## src/rtl/cbus_cpu_pkg.sv

```systemverilog
// Shared types and constants for the 8-bit common-bus CPU.
//   opcode_t  : 4-bit instruction opcodes
//   step_t    : micro-step counter values T0..T8
//   bus_src_t : which source drives the shared bus in a step
//   alu_op_t  : operations understood by cbus_alu
//   *_LSB/_MSB: bit positions of the instruction fields
package cbus_cpu_pkg;

  typedef enum logic [3:0] {
    OP_NOP   = 4'd0,  OP_LOADI = 4'd1,  OP_MOV = 4'd2,  OP_ADD = 4'd3,
    OP_SUB   = 4'd4,  OP_AND   = 4'd5,  OP_OR  = 4'd6,  OP_XOR = 4'd7,
    OP_NOT   = 4'd8,  OP_SHL   = 4'd9,  OP_SHR = 4'd10, OP_INC = 4'd11,
    OP_DEC   = 4'd12, OP_JMP   = 4'd13, OP_JZ  = 4'd14, OP_RSVD = 4'd15
  } opcode_t;

  typedef enum logic [3:0] {
    T0 = 4'd0, T1 = 4'd1, T2 = 4'd2, T3 = 4'd3, T4 = 4'd4,
    T5 = 4'd5, T6 = 4'd6, T7 = 4'd7, T8 = 4'd8
  } step_t;

  // SRC_ALU is the G pass-through path: the ALU output driven straight onto the bus.
  typedef enum logic [2:0] {
    SRC_NONE = 3'd0, SRC_RD = 3'd1, SRC_RS = 3'd2, SRC_IMM = 3'd3,
    SRC_PC   = 3'd4, SRC_G  = 3'd5, SRC_ALU = 3'd6
  } bus_src_t;

  typedef enum logic [3:0] {
    ALU_ADD = 4'd0, ALU_SUB = 4'd1, ALU_AND = 4'd2, ALU_OR  = 4'd3,
    ALU_XOR = 4'd4, ALU_NOT = 4'd5, ALU_SHL = 4'd6, ALU_SHR = 4'd7,
    ALU_INC = 4'd8, ALU_DEC = 4'd9, ALU_PASS = 4'd10
  } alu_op_t;

  localparam int OPC_LSB = 32'd0;
  localparam int OPC_MSB = 32'd3;
  localparam int RD_LSB  = 32'd4;
  localparam int RD_MSB  = 32'd5;
  localparam int RS_LSB  = 32'd6;
  localparam int RS_MSB  = 32'd7;
  localparam int IMM_LSB = 32'd6;
  localparam int IMM_MSB = 32'd13;

  // Map an arithmetic/logic opcode to its ALU operation.
  function automatic alu_op_t to_alu_op(input opcode_t opc);
    case (opc)
      OP_ADD:  return ALU_ADD;
      OP_SUB:  return ALU_SUB;
      OP_AND:  return ALU_AND;
      OP_OR:   return ALU_OR;
      OP_XOR:  return ALU_XOR;
      OP_NOT:  return ALU_NOT;
      OP_SHL:  return ALU_SHL;
      OP_SHR:  return ALU_SHR;
      OP_INC:  return ALU_INC;
      OP_DEC:  return ALU_DEC;
      default: return ALU_PASS;
    endcase
  endfunction

endpackage

```

## src/rtl/cbus_alu.sv

```systemverilog
// Combinational 8-bit ALU.
//   a, b   : operands (A and B latches)
//   op     : operation select
//   result : 8-bit wrap-around result
//   carry  : carry / borrow / shifted-out bit (0 for logic ops)
//   zero   : result == 0
module cbus_alu
  import cbus_cpu_pkg::*;
(
  input  logic [7:0] a,
  input  logic [7:0] b,
  input  alu_op_t    op,
  output logic [7:0] result,
  output logic       carry,
  output logic       zero
);

  // Bit 8 of the 9-bit result carries C for every operation.
  logic [8:0] wide;

  // Operation select; subtraction borrow falls out of bit 8 of the 9-bit difference.
  always_comb begin
    wide = 9'd0;
    case (op)
      ALU_ADD:  wide = {1'b0, a} + {1'b0, b};
      ALU_SUB:  wide = {1'b0, a} - {1'b0, b};
      ALU_AND:  wide = {1'b0, a & b};
      ALU_OR:   wide = {1'b0, a | b};
      ALU_XOR:  wide = {1'b0, a ^ b};
      ALU_NOT:  wide = {1'b0, ~a};
      ALU_SHL:  wide = {a, 1'b0};
      ALU_SHR:  wide = {a[0], 1'b0, a[7:1]};
      ALU_INC:  wide = {1'b0, a} + 9'd1;
      ALU_DEC:  wide = {1'b0, a} - 9'd1;
      ALU_PASS: wide = {1'b0, a};
      default:  wide = 9'd0;
    endcase
  end

  assign result = wide[7:0];
  assign carry  = wide[8];
  assign zero   = (wide[7:0] == 8'd0);

endmodule

```

## src/rtl/eight_bit_common_bus_cpu.sv

```systemverilog
// Multi-cycle 8-bit CPU where every transfer uses one shared 8-bit bus.
//   clock                : rising-edge clock
//   reset_n              : asynchronous active-low reset
//   instruction[13:0]    : instruction, held for 7 (LOADI) or 9 cycles
//   reg_val_or_pc        : debug select, 0 = PC, 1 = R[instruction[5:4]]
//   register_value_or_pc : combinational debug value
module eight_bit_common_bus_cpu
  import cbus_cpu_pkg::*;
(
  input  logic        clock,
  input  logic        reset_n,
  input  logic [13:0] instruction,
  input  logic        reg_val_or_pc,
  output logic [7:0]  register_value_or_pc
);

  step_t       step, step_next;
  logic [13:0] ir;
  logic [7:0]  pc, a, b, g, bus;
  logic [7:0]  regs [4];
  logic        z, c, skip;

  opcode_t     opc;
  logic [1:0]  rd, rs;
  logic [7:0]  imm;
  logic        is_loadi;

  bus_src_t    bus_src;
  alu_op_t     alu_op;
  logic [7:0]  alu_result;
  logic        alu_carry, alu_zero;
  logic [2:0]  tail;
  logic        ld_ir, ld_a, ld_b, ld_g, ld_pc_bus, ld_pc_imm;
  logic        ld_rd_bus, ld_rd_b, ld_flags, set_skip;

  assign opc      = opcode_t'(ir[OPC_MSB:OPC_LSB]);
  assign rd       = ir[RD_MSB:RD_LSB];
  assign rs       = ir[RS_MSB:RS_LSB];
  assign imm      = ir[IMM_MSB:IMM_LSB];
  assign is_loadi = (opc == OP_LOADI);

  cbus_alu u_alu (
    .a      (a),
    .b      (b),
    .op     (alu_op),
    .result (alu_result),
    .carry  (alu_carry),
    .zero   (alu_zero)
  );

  // Step decode: bus source, latch enables and next step.
  always_comb begin
    step_next = step_t'(step + 4'd1);
    bus_src   = SRC_NONE;
    alu_op    = ALU_PASS;
    tail      = 3'd0;
    ld_ir     = 1'b0;
    ld_a      = 1'b0;
    ld_b      = 1'b0;
    ld_g      = 1'b0;
    ld_pc_bus = 1'b0;
    ld_pc_imm = 1'b0;
    ld_rd_bus = 1'b0;
    ld_rd_b   = 1'b0;
    ld_flags  = 1'b0;
    set_skip  = 1'b0;
    case (step)
      T0: ld_ir = 1'b1;
      T1: begin
        bus_src = is_loadi ? SRC_IMM : SRC_RD;
        ld_a    = 1'b1;
      end
      T2: begin
        // LOADI writes A back through the ALU pass path; others fetch B.
        bus_src   = is_loadi ? SRC_ALU : SRC_RS;
        ld_rd_bus = is_loadi;
        ld_b      = ~is_loadi;
      end
      T3: begin
        tail   = is_loadi ? 3'd1 : 3'd0;
        ld_g   = ~is_loadi;
        alu_op = to_alu_op(opc);
      end
      T4: begin
        tail = is_loadi ? 3'd2 : 3'd0;
        if (is_loadi) begin
          alu_op = ALU_PASS;
        end else begin
          // A and B are unchanged since T3, so the ALU still shows the flags for G.
          alu_op = to_alu_op(opc);
          case (opc)
            OP_ADD, OP_SUB, OP_AND, OP_OR, OP_XOR, OP_NOT,
            OP_SHL, OP_SHR, OP_INC, OP_DEC: begin
              bus_src   = SRC_G;
              ld_rd_bus = 1'b1;
              ld_flags  = 1'b1;
            end
            OP_MOV: ld_rd_b = 1'b1;
            OP_JMP: begin
              ld_pc_imm = 1'b1;
              set_skip  = 1'b1;
            end
            OP_JZ: begin
              ld_pc_imm = z;
              set_skip  = z;
            end
            default: ld_rd_b = 1'b0;
          endcase
        end
      end
      T5:      tail = is_loadi ? 3'd3 : 3'd1;
      T6:      tail = is_loadi ? 3'd4 : 3'd2;
      T7:      tail = 3'd3;
      T8:      tail = 3'd4;
      default: step_next = T0;
    endcase
    // PC increment tail, suppressed after a taken jump.
    case (tail)
      3'd1: begin
        bus_src = skip ? SRC_NONE : SRC_PC;
        ld_a    = ~skip;
      end
      3'd2: begin
        alu_op = ALU_INC;
        ld_g   = ~skip;
      end
      3'd3: begin
        bus_src   = skip ? SRC_NONE : SRC_G;
        ld_pc_bus = ~skip;
      end
      3'd4:    step_next = T0;
      default: tail = 3'd0;
    endcase
  end

  // Shared bus multiplexer; undriven bus reads 0.
  always_comb begin
    case (bus_src)
      SRC_RD:  bus = regs[rd];
      SRC_RS:  bus = regs[rs];
      SRC_IMM: bus = imm;
      SRC_PC:  bus = pc;
      SRC_G:   bus = g;
      SRC_ALU: bus = alu_result;
      default: bus = 8'd0;
    endcase
  end

  // Architectural and micro-architectural state.
  always_ff @(posedge clock or negedge reset_n) begin
    if (!reset_n) begin
      step <= T0;
      ir   <= 14'd0;
      pc   <= 8'd0;
      a    <= 8'd0;
      b    <= 8'd0;
      g    <= 8'd0;
      z    <= 1'b0;
      c    <= 1'b0;
      skip <= 1'b0;
      for (int i = 0; i < 4; i++) regs[i] <= 8'd0;
    end else begin
      step <= step_next;
      if (ld_ir) begin
        ir   <= instruction;
        skip <= 1'b0;
      end else if (set_skip) begin
        skip <= 1'b1;
      end
      if (ld_a) a <= bus;
      if (ld_b) b <= bus;
      if (ld_g) g <= alu_result;
      if (ld_pc_bus) pc <= bus;
      else if (ld_pc_imm) pc <= imm;
      if (ld_rd_bus) regs[rd] <= bus;
      else if (ld_rd_b) regs[rd] <= b;
      if (ld_flags) begin
        z <= alu_zero;
        c <= alu_carry;
      end
    end
  end

  assign register_value_or_pc = reg_val_or_pc ? regs[instruction[RD_MSB:RD_LSB]] : pc;

endmodule

```

## config.mk

```make
export PLATFORM = sky130hd
export DESIGN_NAME = eight_bit_common_bus_cpu
export DESIGN_NICKNAME = d
export VERILOG_FILES = /design/src/rtl/cbus_cpu_pkg.sv /design/src/rtl/cbus_alu.sv /design/src/rtl/eight_bit_common_bus_cpu.sv
export SDC_FILE = /design/constraint.sdc
export NUM_CORES = 1
export LEC_CHECK = 0
export CAP_MARGIN = 15
export CELL_PAD_IN_SITES_DETAIL_PLACEMENT = 1
export CELL_PAD_IN_SITES_GLOBAL_PLACEMENT = 2
export CORE_AREA = 4 4 126 128
export DETAILED_ROUTE_END_ITERATION = 12
export DIE_AREA = 0 0 130 132
export HOLD_SLACK_MARGIN = 0.12
export PLACE_DENSITY = 0.92
export SYNTH_ARGS = -nofsm -noshare
export SYNTH_HDL_FRONTEND = slang
export SYNTH_SLANG_ARGS = --single-unit
```

## constraint.sdc

```tcl
create_clock -name clock -period 10.2 [get_ports clock]
set_input_delay 1.53 -clock clock [delete_from_list [all_inputs] [get_ports clock]]
set_output_delay 1.53 -clock clock [all_outputs]
set_load 0.03 [all_outputs]
```

# Yosys cells after proc, flatten, opt, wreduce, memory -nomap -nowiden
# Memory sizes are Yosys's and may differ from the RTL's.
# Index checks and enable logic that the tools add are counted.
# word_totals
regBits	84
mem_bits_ro	128
inputBits	17
out_inout_bits	8
elab_cells	139
mem_count	2
# classes
n_addsub	5
order_cmp	4
eq_ne	42
n_mux	56
bitwise	9
n_reduce_logical	9
# memory_table
name	words	width	rd	rd_clocked_by_memory_dff	write_ports	line_no	rtl
(no name shown)	16	4	1	0	0	cbus_cpu_pkg.sv:44	case (opc)
(no name shown)	16	4	1	0	0	cbus_cpu_pkg.sv:44	
# ops
cell	count
8-bit one-hot mux with 11 select lines	1
8-bit two-way mux	10
32-bit bitwise mux	2
32-bit two-way mux	2
8-bit binary-select mux with 2-bit select	3
4-bit by 3-bit == test with 1-bit output (second input constant)	12
8-bit one-hot mux with 6 select lines	1
4-bit == test (second input constant)	11
4-bit by 2-bit == test with 1-bit output (second input constant)	6
1-bit two-way mux	18
3-bit two-way mux	6
3-bit one-hot mux with 6 select lines	1
8-bit demux with 2-bit select	1
4-bit two-way mux	4
3-bit by 2-bit == test with 1-bit output (second input constant)	4
3-bit == test (second input constant)	4
4-bit by 1-bit == test with 1-bit output (second input constant)	3
10-bit OR reduction	1
3-bit >= comparator (second input constant)	3
2-bit inverter with 3-bit output	3
3-bit one-hot mux with 3 select lines	1
9-bit OR reduction	1
8-bit by 1-bit adder with 8-bit output (second input constant)	1
8-bit adder	1
other kinds (18)	25

# Depth between registers and ports, before layout
# Gate-level depths: netlist (run 1).
# depth
depth_word	10
mapped_depth	20
ltp_nobuf	18

# Modules after synthesis
# From an unflattened synthesis (run 1), not the netlist that was laid out.
# unflattened
cells_unflattened	677
hier_area_um2	6496.2
# modules_own_cells
module	instances	cells_each	area_each_um2	seq_area_each_um2
eight_bit_common_bus_cpu	1	458	4939.7	2102.0
cbus_alu	1	219	1556.5	0.0

# Worst setup path after synthesis (run 1)
# OpenSTA, ideal clock, no wires.
# synth_path
path_type	input to output
startpoint	in instruction[4]
endpoint	out register_value_or_pc[0]
t_arrival_ps	2865
required_ps	8670
slack_ps	5805
path_stages	3
n_path_buf	1
cell_sequence	clkbuf_1 > mux4_2 > mux2_2
# synth_between
elab_chain_cells	5
# synth_rtl
item	line_no	rtl
start: declaration	eight_bit_common_bus_cpu.sv:12	input logic [13:0] instruction,
2-bit inverter with 3-bit output (not written as such)	eight_bit_common_bus_cpu.sv:184	assign register_value_or_pc = reg_val_or_pc ? regs[instruction[RD_MSB:RD_LSB]] : pc;
8-bit binary-select mux with 2-bit select	eight_bit_common_bus_cpu.sv:184	
8-bit two-way mux (not written as such) (2 in a row)	eight_bit_common_bus_cpu.sv:184	
8-bit two-way mux	eight_bit_common_bus_cpu.sv:184	
end: declaration	eight_bit_common_bus_cpu.sv:14	output logic [7:0] register_value_or_pc
# No other way between the ends. The select of a mux whose other input is x is not followed.

# Final worst setup path (run 1)
# layout_path
startpoint	reg ir[0]
endpoint	reg regs[14] in the netlist's numbering
# layout_between
elab_chain_cells	10
elab_cells_between_ends	59
classes_between	eq/ne: 31; mux: 23; reduce/logical: 3; memory: 2
# layout_rtl
item	line_no	rtl
start: declaration	eight_bit_common_bus_cpu.sv:18	logic [13:0] ir;
start signal: assignment	eight_bit_common_bus_cpu.sv:165	ir <= instruction;
parallel branches: the longest is 10 deep, another holds memory read 16 x 4 bit	-	
end signal: indexed assignment	eight_bit_common_bus_cpu.sv:175	if (ld_rd_bus) regs[rd] <= bus;
end: declaration	eight_bit_common_bus_cpu.sv:20	logic [7:0] regs [4];
# Several ways; the timed one is not identified.
# A chain may end at the register's enable or synchronous reset.

==> run summary, run 1 <==
status - completed
WS Path Type - register to register
post-CTS resize count - 0
# hold bufs at CTS - 0
ant diodes - 0
crit start category - register
Slew Viols, Final - 0
Hold Path End - g[3]
fmax - 0.179 GHz
WL per Instance - 23.8 µm
number of max-cap violations - 0
Comb pwr share - 61.5%
critical path arrival - 5760 ps
Worst-path clk slew - 70 ps
vias after detailed routing - 5523
pwr dens - 385 nW/µm²
Net Sw Frac - 49.9%
relative slew slack - 24.7%
RSZ-0062 raised after global routing - false
CTS tree - done
DR pass1 iterations - 5
CP Cell Sequence - inv_1 > ha_1 > o211ai_2 > nand3_1 > nor3_1 > nand2_1 > o21a_1 > fa_1 > nand2b_1 > a21oi_1 > o22ai_1 > xnor2_1 > nand2_1 > nand4_1 > a211oi_1 > o221ai_1
Synth Flop Type - dfrtp_1
starting density of the core - 42.1%
CP peak stage delay - 920 ps
CTS buffer count - 9
Clock Skews - 9.13 ps
RR Endpoint - regs[14]
clock tree sinks - 84
H-tree depth - 3
full die area - 17200 µm²
worst hold slack - 509 ps
Post-Synth Adder-Cell Area - 7.32%
core area - 14900 µm²
NetSw - 0.00133 W
largest family of logic cells by synthesized area - compound AO/OA/AOI/OAI gates
share of cells above drive strength 1 - 15.6%
final critical-path required period - 5580 ps
Most common cell on crit path - nand2_1
number of port buffers - 24
Synth Warn # - 0
Tightest Hold Check Type - register to register
gr usage total - 24.2%
HPWL Detailed - 14600 µm
flop2flop setup slack - 4620 ps
# DRC - 0
area delta synth->final - 10.8%
Reg power frac - 26.4%
Max VDD drop - 187 µV
post-synthesis cell area - 6260 µm²
R2R Path Start - ir[0]
Vias/cell - 6.47
Worst Hold Launch - g[3]
met2 usage - 41.1%
CP max-delay cell - a211oi_1
Hold Vio Cnt, Final - 0
first-pass GRT wire length - 32700 µm
met1 Usage GRT - 31.0%
Root Buffer - clkbuf_16
GPL Wtd Cong - 0.905
GRT busiest layer - met2
WP data required - 10370 ps
cell count after synthesis - 656
Worst Setup End Kind - register
largest net degree at the start of global routing - 85
number of enable flip-flop cells after synthesis - 0
hold path cells - 1
synthesized flop and latch total - 84
LEAKAGE - 2.83 nW
initial antenna violation count - 0
vias in the first global route - 5785
clock share of power - 12.1%
count of cell types in the netlist - 70
CTS Buffer Depth - 2
Die Y - 132 µm
Clock Latency Late Sink - 340 ps
worst-margin pin slew - 1130 ps
Mapped Nets - 709
post-route setup TNS - 0 ps
total setup buffers inserted after CTS - 0
Reg2Reg Depth - 16
simple logic cell fraction of the synthesized area - 16.9%
Final setup violation count - 0
post-route ant nets - 0
post-synthesis compound-gate area fraction - 20.5%
IO Pins - 25
multiplexer share of the synthesized area - 16.7%
Layout Nets - 715
die width - 130 µm
Post-Route WL - 20300 µm
number of cell rows - 45
GR Util met3 - 3.48%
sequential area share after synthesis - 33.6%
mean post-synth cell area - 9.54 µm²
crit-path max FO - 14
Post-synth ARST share - 100%
cell internal pwr - 0.00134 W
period utilization - 54.7%
DRT iter0 DRCs - 330
total gr overflow - 0
post-synthesis xor/xnor area fraction - 1.24%
[how the worst max path moves through the flow]
stage	from	cells past startpoint	slack, ps	end
floorplan	instruction[4]	3	5800	register_value_or_pc[0]
CTS	ir[0]	16	4660	regs[14]
detailed placement	instruction[4]	4	4730	register_value_or_pc[2]
global route	ir[3]	15	4350	regs[14]
finish	ir[0]	16	4620	regs[14]
global placement	instruction[4]	4	4760	register_value_or_pc[2]
[layer usage]
layer / vias to the layer above / routed length (µm)
met1: 2819 / 8510
met4: 0 / 565
met5: - / 0
met2: 184 / 10400
met3: 46 / 904
li1: 2474 / -
[Yosys cell counts (5+ instances only)]
cell / n / share of area [%]
a211oi_1: 6 / 0.72
a21o_1: 5 / 0.60
a21oi_1: 38 / 3.0
a22o_1: 6 / 0.84
and2_1: 10 / 1.0
buf_2: 8 / 0.64
clkbuf_1: 21 / 1.3
dfrtp_1: 84 / 34
ha_1: 35 / 7.0
inv_1: 26 / 1.6
mux2_2: 41 / 7.4
mux4_2: 24 / 8.6
nand2_1: 87 / 5.2
nand2b_1: 6 / 0.60
nand3_1: 14 / 1.1
nand3b_1: 5 / 0.60
nand4_1: 7 / 0.70
nor2_1: 47 / 2.8
nor3_1: 11 / 0.88
o211ai_1: 5 / 0.60
o21ai_0: 18 / 1.4
o21ai_1: 23 / 1.8
o221ai_1: 25 / 3.5
o31ai_1: 5 / 0.60
xnor2_1: 7 / 0.98
[power by group through the flow]
| stage | clock [W] | sequential (W) | combinational (W) |
|---|---|---|---|
| floorplan | 0 | 0.000575 | 0.00127 |
| global placement | 0 | 0.000691 | 0.00155 |
| detailed placement | 0 | 0.000702 | 0.00161 |
| CTS | 0.000328 | 0.000700 | 0.00164 |
| global route | 0.000344 | 0.000729 | 0.00180 |
| finish | 0.000323 | 0.000704 | 0.00164 |
[worst max-delay path, delay by kind of cell (launching register included)]
kind                       cells  cell delay (ps)
AOI/OAI and AO/OA              6             2330
xor gates and xnor gates       1              160
adders and majority gates      2              770
buffers and inverters          1              150
DFF                            1              480
and+or+nand+nor                6             1500
[cells by family (layout without fill, tap and decap cells)]
kind of cell,after synthesis,after routing
xor gates and xnor gates,8,8
DFF,84,84
AOI/OAI and AO/OA,181,181
muxes,69,69
and+or+nand+nor,219,219
buffers and inverters,59,69
adders and majority gates,36,36
[through the flow]
| step | area, µm² | worst slack (ps) | cells | power (W) | utilization, % |
|---|---|---|---|---|---|
| finish | 6930 | 4620 | 854 | 0.00267 | 46.6 |
| global placement | 6620 | 4760 | 838 | 0.00224 | 44.5 |
| detailed placement | 6620 | 4730 | 838 | 0.00232 | 44.5 |
| CTS | 6900 | 4660 | 853 | 0.00266 | 46.4 |
| floorplan | 6260 | 5800 | 656 | 0.00185 | - |
| global route | 6930 | 4350 | 854 | 0.00287 | 46.6 |
[area by class of cell]
cell class | count | area, µm²
clock buffer | 11 | 233
timing repair buffer | 28 | 288
tap | 188 | 235
multi-input combinational | 513 | 3920
clock inverter | 4 | 51.3
inverter | 26 | 97.6
fill | 1723 | 7940
sequential | 84 | 2100
[cell usage in the layout, fill, tap and decap left out, drive strengths merged, types with 6 or more instances in the layout]
cell / synthesis / final
a211oi: 6 / 6
a21oi: 39 / 39
a22o: 6 / 6
and2: 10 / 10
clkbuf: 21 / 11
clkdlybuf4s50: 0 / 23
dfrtp: 84 / 84
ha: 35 / 35
inv: 26 / 26
mux2: 41 / 41
mux4: 24 / 24
nand2: 87 / 87
nand2b: 6 / 6
nand3: 14 / 14
nand4: 7 / 7
nor2: 50 / 50
nor3: 11 / 11
o211ai: 6 / 6
o21ai: 41 / 41
o221ai: 25 / 25
xnor2: 8 / 8
[flip-flops by register name (all words and copies together), names as in the netlist]
signal / flops
step: 4
a: 8
ir: 14
z: 1
g: 8
regs: 32
skip: 1
b: 8
pc: 8
Power figures use the tool's default switching activity.
==> run 2: changes to the inputs <==
--- a/config.mk
+++ b/config.mk
@@ -8,11 +8,11 @@
 export CAP_MARGIN = 15
 export CELL_PAD_IN_SITES_DETAIL_PLACEMENT = 1
 export CELL_PAD_IN_SITES_GLOBAL_PLACEMENT = 2
-export CORE_AREA = 4 4 126 128
+export CORE_AREA = 4 4 137 139
 export DETAILED_ROUTE_END_ITERATION = 12
-export DIE_AREA = 0 0 130 132
+export DIE_AREA = 0 0 141 143
 export HOLD_SLACK_MARGIN = 0.12
-export PLACE_DENSITY = 0.92
+export PLACE_DENSITY = 0.83
 export SYNTH_ARGS = -nofsm -noshare
 export SYNTH_HDL_FRONTEND = slang
 export SYNTH_SLANG_ARGS = --single-unit
==> constraint.sdc (replaced) <==
create_clock -name clock -period 5.1 [get_ports clock]
set_input_delay 0.765 -clock clock [delete_from_list [all_inputs] [get_ports clock]]
set_output_delay 0.765 -clock clock [all_outputs]
set_load 0.03 [all_outputs]
==> run summary, run 2 (same netlist as run 1, synthesis figures left out) <==
period utilization - 93.0% (was 54.7%)
Tightest Hold Check Type - input pin to asynchronous set/reset pin (was register to register)
crit-path max FO - 8 (was 14)
CP Cell Sequence - inv_1 > ha_1 > nand3b_1 > o2bb2ai_2 > nand3_1 > or4_1 > o31a_1 > o21ai_0 > ha_1 > o21ai_0 > nand2b_1 > xnor2_1 > o22ai_1 > a2111o_1 > or4_1 > o41ai_2 (was inv_1 > ha_1 > o211ai_2 > nand3_1 > nor3_1 > nand2_1 > o21a_1 > fa_1 > nand2b_1 > a21oi_1 > o22ai_1 > xnor2_1 > nand2_1 > nand4_1 > a211oi_1 > o221ai_1)
DRT iter0 DRCs - 342 (was 330)
CTS tree - done (unchanged)
HPWL Detailed - 15200 µm (was 14600 µm)
full die area - 20200 µm² (was 17200 µm²)
number of port buffers - 24 (unchanged)
number of flip-flops in the largest register - 32 (unchanged)
Reg2Reg Depth - 16 (unchanged)
Clock Skews - 10.6 ps (was 9.13 ps)
CTS buffer count - 9 (unchanged)
R2R Path Start - step[0] (was ir[0])
die width - 141 µm (was 130 µm)
# DRC - 0 (unchanged)
post-route ant nets - 0 (unchanged)
WL per Instance - 22.7 µm (was 23.8 µm)
LEAKAGE - 2.89 nW (was 2.83 nW)
WP data required - 5330 ps (was 10370 ps)
first-pass GRT wire length - 33100 µm (was 32700 µm)
number of cell rows - 49 (was 45)
RSZ-0062 raised after global routing - false (unchanged)
status - completed (unchanged)
total gr overflow - 0 (unchanged)
CTS Buffer Depth - 2 (unchanged)
number of max-cap violations - 0 (unchanged)
pwr dens - 765 nW/µm² (was 385 nW/µm²)
WS Path Type - register to register (unchanged)
IO Pins - 25 (unchanged)
largest net degree at the start of global routing - 85 (unchanged)
Slew Viols, Final - 0 (unchanged)
Largest Register - regs (unchanged)
post-route setup TNS - 0 ps (unchanged)
RR Endpoint - z (was regs[14])
initial antenna violation count - 0 (unchanged)
Layout Nets - 724 (was 715)
GPL Wtd Cong - 0.867 (was 0.905)
Max VDD drop - 295 µV (was 187 µV)
Clock Latency Late Sink - 350 ps (was 340 ps)
H-tree depth - 3 (unchanged)
CP max-delay cell - or4_1 (was a211oi_1)
commonest non-fill, non-tap cells in the layout - nand2_1, dfrtp_1, nor2_1 (unchanged)
crit start category - register (unchanged)
Root Buffer - clkbuf_16 (unchanged)
most common cell after layout, fill and taps aside - nand2_1 (unchanged)
Post-Route WL - 20600 µm (was 20300 µm)
worst hold slack - 324 ps (was 509 ps)
relative slew slack - 23.7% (was 24.7%)
flop2flop setup slack - 360 ps (was 4620 ps)
area delta synth->final - 13.4% (was 10.8%)
gr usage total - 20.8% (was 24.2%)
Tot Pwr - 0.00542 W (was 0.00267 W)
worst-margin pin slew - 1140 ps (was 1130 ps)
Top Registers - regs x32, ir x14 (unchanged)
share of cells above drive strength 1 - 17.9% (was 15.6%)
Vias/cell - 6.05 (was 6.47)
clock tree sinks - 84 (unchanged)
Die Y - 143 µm (was 132 µm)
vias in the first global route - 5824 (was 5785)
CP peak stage delay - 710 ps (was 920 ps)
Worst Setup End Kind - register (unchanged)
final critical-path required period - 4740 ps (was 5580 ps)
ant diodes - 0 (unchanged)
Final setup violation count - 0 (unchanged)
vias after detailed routing - 5478 (was 5523)
fill cell count - 2029 (was 1723)
core area - 17700 µm² (was 14900 µm²)
fmax - 0.211 GHz (was 0.179 GHz)
critical path arrival - 4970 ps (was 5760 ps)
Hold Vio Cnt, Final - 0 (unchanged)
starting density of the core - 35.4% (was 42.1%)
DR pass1 iterations - 5 (unchanged)
Worst-path clk slew - 70 ps (about the same)
[run 2: layout make-up]
cell class	count	area, µm²	share of cell area, %
clock buffer	10	239	3.37
clock inverter	6	63.8	0.900
inverter	26	97.6	1.38
multi-input combinational	513	3950	55.7
sequential	84	2100	29.6
tap	229	287	4.04
timing repair buffer	37	355	5.01
[run 2: worst max-delay path by stage]
stage | end | slack, ps | depth (start not counted) | from
floorplan | z | 860 | 19 | ir[1]
global placement | regs[14] | 340 | 18 | step[0]
detailed placement | regs[14] | 30 | 18 | step[0]
CTS | regs[14] | 190 | 18 | step[0]
global route | z | 3 | 16 | step[0]
finish | z | 360 | 16 | step[0]
[run 2: layer usage]
layer	up-vias	part of all wire, %	global-route usage (%)	routed length, µm
met1	2833	44	27.4	9130
met4	0	1.8	6.68	370
li1	2514	-	-	-
met5	-	0	0	0
met2	105	51	36.2	10400
met3	26	3.1	2.08	643
[run 2: critical path, delay by kind of cell, from the launching register on]
kind            cells  cell delay (ps)
simple gates        5             1770
buf+inv             1              100
fa+ha+maj           2              560
xor+xnor            1              170
flops               1              430
compound gates      7             1600
[run 2: repair_timing]
action,CTS,global route
hold endpoints to repair,0,0
hold buffers,0,0
buffers inserted,0,1
resized for setup,1,5
endpoints found under the setup margin,1,26
[run 2: stage by stage]
| step | worst slack [ps] | instances | util [%] | instance area (µm²) |
|---|---|---|---|---|
| after floorplan | 862 | 656 | - | 6260 |
| after global placement | 342 | 887 | 38.1 | 6730 |
| after detailed placement | 30.5 | 887 | 38.1 | 6730 |
| after CTS | 191 | 903 | 39.9 | 7040 |
| after global routing | 3.45 | 905 | 40.2 | 7090 |
| final | 359 | 905 | 40.2 | 7090 |
[run 2: power by group]
group	internal (W)	total [W]	leakage, nW	switching [W]
Sequential	0.000935	0.00142	1.09	0.000481
Clock	0.000392	0.000673	0.144	0.000281
Combinational	0.00140	0.00333	1.65	0.00193
==> run 3: changes to the inputs <==
--- a/config.mk
+++ b/config.mk
@@ -13,6 +13,7 @@
 export DIE_AREA = 0 0 141 143
 export HOLD_SLACK_MARGIN = 0.12
 export PLACE_DENSITY = 0.83
+export SKIP_LAST_GASP = 1
 export SYNTH_ARGS = -nofsm -noshare
 export SYNTH_HDL_FRONTEND = slang
 export SYNTH_SLANG_ARGS = --single-unit
==> results of run 3 <==
Same layout as run 2: the final DEF is identical, and so are final timing and power.
